<file path="src/rtl/tmds_pkg.sv">
// Shared TMDS receive definitions: DVI control tokens, aligner FSM encoding
// and the 10b-to-8b data decode used by every TMDS receiver lane.
package tmds_pkg;

  localparam logic [9:0] TOKEN_C00 = 10'b1101010100;
  localparam logic [9:0] TOKEN_C01 = 10'b0010101011;
  localparam logic [9:0] TOKEN_C10 = 10'b0101010100;
  localparam logic [9:0] TOKEN_C11 = 10'b1010101011;

  localparam logic [0:0] ST_SEARCH = 1'b0;
  localparam logic [0:0] ST_LOCKED = 1'b1;

  // Undo the optional inversion (bit 9), then the XOR/XNOR chain (bit 8).
  function automatic logic [7:0] tmds_decode(input logic [9:0] sym);
    logic [7:0] dp;
    logic [7:0] d;
    dp   = sym[9] ? ~sym[7:0] : sym[7:0];
    d    = '0;
    d[0] = dp[0];
    for (int unsigned i = 1; i < 8; i++) begin
      d[i] = sym[8] ? (dp[i] ^ dp[i-1]) : ~(dp[i] ^ dp[i-1]);
    end
    return d;
  endfunction

endpackage

</file>
<file path="src/rtl/tmds_symbol_decode.sv">
// Combinational classification of one aligned TMDS symbol into control
// token {is_ctl, c} or decoded data byte d.
module tmds_symbol_decode
  import tmds_pkg::*;
(
  input  logic [9:0] sym,
  output logic       is_ctl,
  output logic [1:0] c,
  output logic [7:0] d
);

  always_comb begin
    is_ctl = 1'b1;
    c      = '0;
    case (sym)
      TOKEN_C00: c = 2'b00;
      TOKEN_C01: c = 2'b01;
      TOKEN_C10: c = 2'b10;
      TOKEN_C11: c = 2'b11;
      default:   is_ctl = 1'b0;
    endcase
    d = tmds_decode(sym);
  end

endmodule

</file>
<file path="src/rtl/tmds_decoder_align.sv">
// One TMDS channel receiver: hunts for the symbol boundary using DVI control
// tokens, then decodes aligned symbols into pixel data or C0/C1 control.
module tmds_decoder_align
  import tmds_pkg::*;
#(
  parameter int unsigned C_lock_tokens  = 8,
  parameter int unsigned C_timeout_bits = 12
) (
  input  logic       clk_pixel,
  input  logic       reset,
  input  logic [9:0] in_raw,
  output logic [7:0] out_data,
  output logic [1:0] out_c,
  output logic       out_de,
  output logic       out_locked,
  output logic [3:0] out_offset
);

  localparam int unsigned RUN_W = $clog2(C_lock_tokens + 1);
  localparam logic [RUN_W-1:0] RUN_MAX = RUN_W'(C_lock_tokens);

  logic [9:0]                prev;
  logic [19:0]               win;
  logic [19:0]               win_shift;
  logic [9:0]                sym;
  logic                      is_ctl;
  logic [1:0]                c;
  logic [7:0]                d;
  logic [RUN_W-1:0]          run;
  logic [C_timeout_bits-1:0] tmo;
  logic [0:0]                state;
  logic [3:0]                offset;
  logic [3:0]                offset_next;
  logic                      lock_hit;
  logic                      timeout;

  assign win         = {in_raw, prev};
  assign win_shift   = win >> offset;
  assign sym         = win_shift[9:0];
  assign lock_hit    = (run == RUN_MAX);
  assign timeout     = &tmo;
  assign offset_next = (offset == 4'd9) ? 4'd0 : offset + 4'd1;

  tmds_symbol_decode u_symbol_decode (
    .sym    (sym),
    .is_ctl (is_ctl),
    .c      (c),
    .d      (d)
  );

  always_ff @(posedge clk_pixel) begin
    if (reset) begin
      prev     <= '0;
      out_data <= '0;
      out_c    <= '0;
      out_de   <= 1'b0;
      run      <= '0;
      tmo      <= '0;
      state    <= ST_SEARCH;
      offset   <= '0;
    end else begin
      prev     <= in_raw;
      out_de   <= ~is_ctl;
      out_data <= is_ctl ? 8'h00 : d;
      if (is_ctl) begin
        out_c <= c;
      end

      if (is_ctl) begin
        run <= lock_hit ? run : run + RUN_W'(1);
        tmo <= '0;
      end else begin
        run <= '0;
        tmo <= tmo + C_timeout_bits'(1);
      end

      // Slip/unlock assignments below override the counter updates above.
      case (state)
        ST_SEARCH: begin
          if (lock_hit) begin
            state <= ST_LOCKED;
          end else if (timeout) begin
            offset <= offset_next;
            run    <= '0;
            tmo    <= '0;
          end
        end
        default: begin
          if (timeout) begin
            state  <= ST_SEARCH;
            offset <= offset_next;
            run    <= '0;
            tmo    <= '0;
          end
        end
      endcase
    end
  end

  assign out_locked = (state == ST_LOCKED);
  assign out_offset = offset;

endmodule

</file>
<file path="config.mk">
export PLATFORM = sky130hd
export DESIGN_NAME = tmds_decoder_align
export DESIGN_NICKNAME = d
export VERILOG_FILES = /design/src/rtl/tmds_pkg.sv /design/src/rtl/tmds_symbol_decode.sv /design/src/rtl/tmds_decoder_align.sv
export SDC_FILE = /design/constraint.sdc
export NUM_CORES = 1
export LEC_CHECK = 0
export BUFFER_PORTS_ARGS = -buffer_cell sky130_fd_sc_hd__buf_2
export CORE_ASPECT_RATIO = 0.5
export CORE_MARGIN = 2
export CORE_UTILIZATION = 60
export DETAILED_ROUTE_END_ITERATION = 8
export PLACE_DENSITY = 0.9
export SKIP_CTS_REPAIR_TIMING = 1
export SYNTH_ARGS = -nofsm -noshare
export SYNTH_HDL_FRONTEND = slang
export SYNTH_SLANG_ARGS = --single-unit
</file>
<file path="constraint.sdc">
create_clock -name clk_pixel -period 6.25 [get_ports clk_pixel]
set_input_delay 0.9375 -clock clk_pixel [delete_from_list [all_inputs] [get_ports clk_pixel]]
set_output_delay 0.9375 -clock clk_pixel [all_outputs]
set_load 0.005 [all_outputs]
</file>
==> flow_summary.json <==
{
  "cts_tree": "built",
  "slowest_delay_ns": 1.05,
  "ios": 28,
  "grt_pass1_vias": 1915,
  "grt_pass1_wl_um": 9177,
  "synth.distinct_cells": 51,
  "synth_top_area_share_pct": 32.17,
  "max_slew.worst_pin.slew_ns": 1.087,
  "initialDrtViolationCount": 143,
  "postLayoutCoreUtil_pct": 70.39,
  "cts_sinks": 42,
  "setup_violations": 0,
  "start_kind": "register",
  "synthCells": 246,
  "syn2layout_area_growth_pct": 8.904,
  "period_share_pct": 57.45,
  "core_um2": 4044,
  "drt-total-wl_um": 5483,
  "synth_area_leaders": "dfxtp_1 32%, mux4_2 16%, mux4_1 6.0%, ha_1 5.3%, xnor2_1 3.7%",
  "synth-main-ff-cell": "dfxtp_1",
  "finalHoldViolCount": 0,
  "root_buffer": "clkbuf_8",
  "cp_slowest_cell": "dfxtp_1",
  "yosysWarnings": 0,
  "synth_area_um2": 2614,
  "drc": 0,
  "dp.cells": 314,
  "fin_skew_ns": 0.006156,
  "slew_headroom_pct": 27.42,
  "cts.clk_slew.worst_paths_ns": 0.09,
  "synthArstFlopShare_pct": 0,
  "die_w_um": 97.34,
  "dp_slack_ns": 2.728,
  "ir_worst_vdd_mv": 0.1396,
  "synth_top_cell_by_area": "dfxtp_1",
  "power_mw": 0.5741,
  "p_leak_nw": 1.134,
  "antenna_found_initial": 0,
  "rows": 16,
  "ant_nets": 0,
  "cp_cell_sequence": "mux4_2 -> mux2i_1 -> mux2i_1 -> ha_1 -> nand4_1 -> a21oi_1 -> o21ai_1 -> a21boi_1 -> and3_1",
  "place_area_um2": 2736,
  "place.gp.congestion": 0.8942,
  "clk_latency_ns": 0.30,
  "crit_fanout": 28,
  "end_kind": "register",
  "yosys-top-cells-count": "42 x dfxtp_1, 24 x nor2_1, 20 x inv_1",
  "required_ns": 6.50,
  "cts_buffers": 5,
  "grt_max_degree": 30,
  "avgSynthCellArea_um2": 10.63,
  "start_util_pct": 64.63,
  "antennaDiodeCount": 0,
  "maxCapViolCount": 0,
  "cpLargestDelayFamily": "multiplexers",
  "nNetsFinal": 290,
  "ff_latch_area_um2": 840.8,
  "dieArea_um2": 4932,
  "instances_no_fill": 322,
  "ys_seq_area_share_pct": 32.17,
  "path_class": "reg2reg",
  "drive_gt1_share_pct": 22.76,
  "hold_slack_ns": 0.4943,
  "status": "complete, no violations",
  "min_period_ns": 3.591,
  "overflow": 0,
  "fmax_mhz": 278.5,
  "final_area_um2": 2846,
  "synth_edf_count": 0,
  "cp_common_cell": "mux2i_1",
  "pwr_density_cell_nw_per_um2": 201.7,
  "grt_setup_unrepaired": "no",
  "syn-num-nets": 269,
  "synth-seq-cells": 42,
  "dr.pass1.iters": 4,
  "multi_input_area_um2": 1607,
  "holdCritPathClass": "reg2reg",
  "htreeDepth": 2,
  "dp_hpwl_um": 3973,
  "avgViaCountPerCell": 6.071,
  "via_count": 1955,
  "crit_buf_inv": 0,
  "grt_util_all_layers_pct": 23.98,
  "clockBufferDepth": 2,
  "worst_slack_ns": 2.659,
  "wire_per_inst_um": 17.03,
  "cp.arrival_ns": 3.84,
  "die_height_um": 50.67,
  "fillCellCount": 282,
  "yosysMostFrequentCell": "dfxtp_1",
  "finalSetupTns_ns": 0,
  "portBuffers": 27,
  "maxSlewViolCount": 0
}
==> final timing paths <==
check                startpoint      to  slack [ns]  depth (start not counted)
setup reg to reg  out_offset[1]  tmo[1]        2.66                          9
hold / removal           tmo[0]  tmo[0]        0.49                          1
setup / recovery  out_offset[1]  tmo[1]        2.66                          9
hold reg to reg          tmo[0]  tmo[0]        0.49                          1
==> registers in the layout, summed over array words and instances (netlist names) <==
name,cells
tmo,12
out_offset,4
run,4
prev,10
out_c,2
out_de,1
out_data,8
out_locked,1
==> report_power, final <==
| part | switching, mW | internal, mW | total [mW] |
|---|---|---|---|
| Combinational | 0.0340 | 0.0356 | 0.0696 |
| Sequential | 0.00644 | 0.279 | 0.285 |
| Clock | 0.0998 | 0.119 | 0.219 |
| Total | 0.140 | 0.434 | 0.574 |
==> metal layers <==
metal / track usage [%] / vias up / share of wire, %
met4: 9.028 / 0 / 1.8
met1: 32.08 / 956 / 46
met2: 37.96 / 65 / 46
met3: 6.546 / 10 / 5.7
li1: - / 924 / -
met5: 0 / - / 0
==> cell families after synthesis <==
logic type	Yosys count	share of synthesized area, %
AOI/OAI and AO/OA	30	8.473
buffers and inverters	35	6.366
xor gates and xnor gates	23	9.048
and+or+nand+nor	74	14.41
DFF	42	32.17
muxes	31	24.27
adders and majority gates	11	5.266
==> layout by cell type (no fill, tap or decap), types with 6 or more instances in the layout <==
cell type / n
a21oi_1: 6
buf_2: 27
dfxtp_1: 42
ha_1: 11
inv_1: 20
mux2i_1: 6
mux4_1: 6
mux4_2: 18
nand2_1: 8
nand3_1: 8
nor2_1: 24
nor2b_1: 13
xnor2_1: 11
xor2_1: 9
==> layout make-up <==
type | instances | area share [%]
Tap cell | 54 | 2.374
Timing Repair Buffer | 28 | 5.011
Clock buffer | 6 | 2.549
Clock inverter | 2 | 1.319
Inverter | 21 | 2.769
Multi-Input combinational cell | 169 | 56.44
Sequential cell | 42 | 29.54
==> worst register-to-register path: cells and delay by family (launching register included) <==
family / cells / cell delay (ns)
compound gates: 3 / 0.72
fa+ha+maj: 1 / 0.25
flops: 1 / 1.05
mux: 3 / 1.23
simple gates: 2 / 0.29
(Power assumes the default switching activity.)
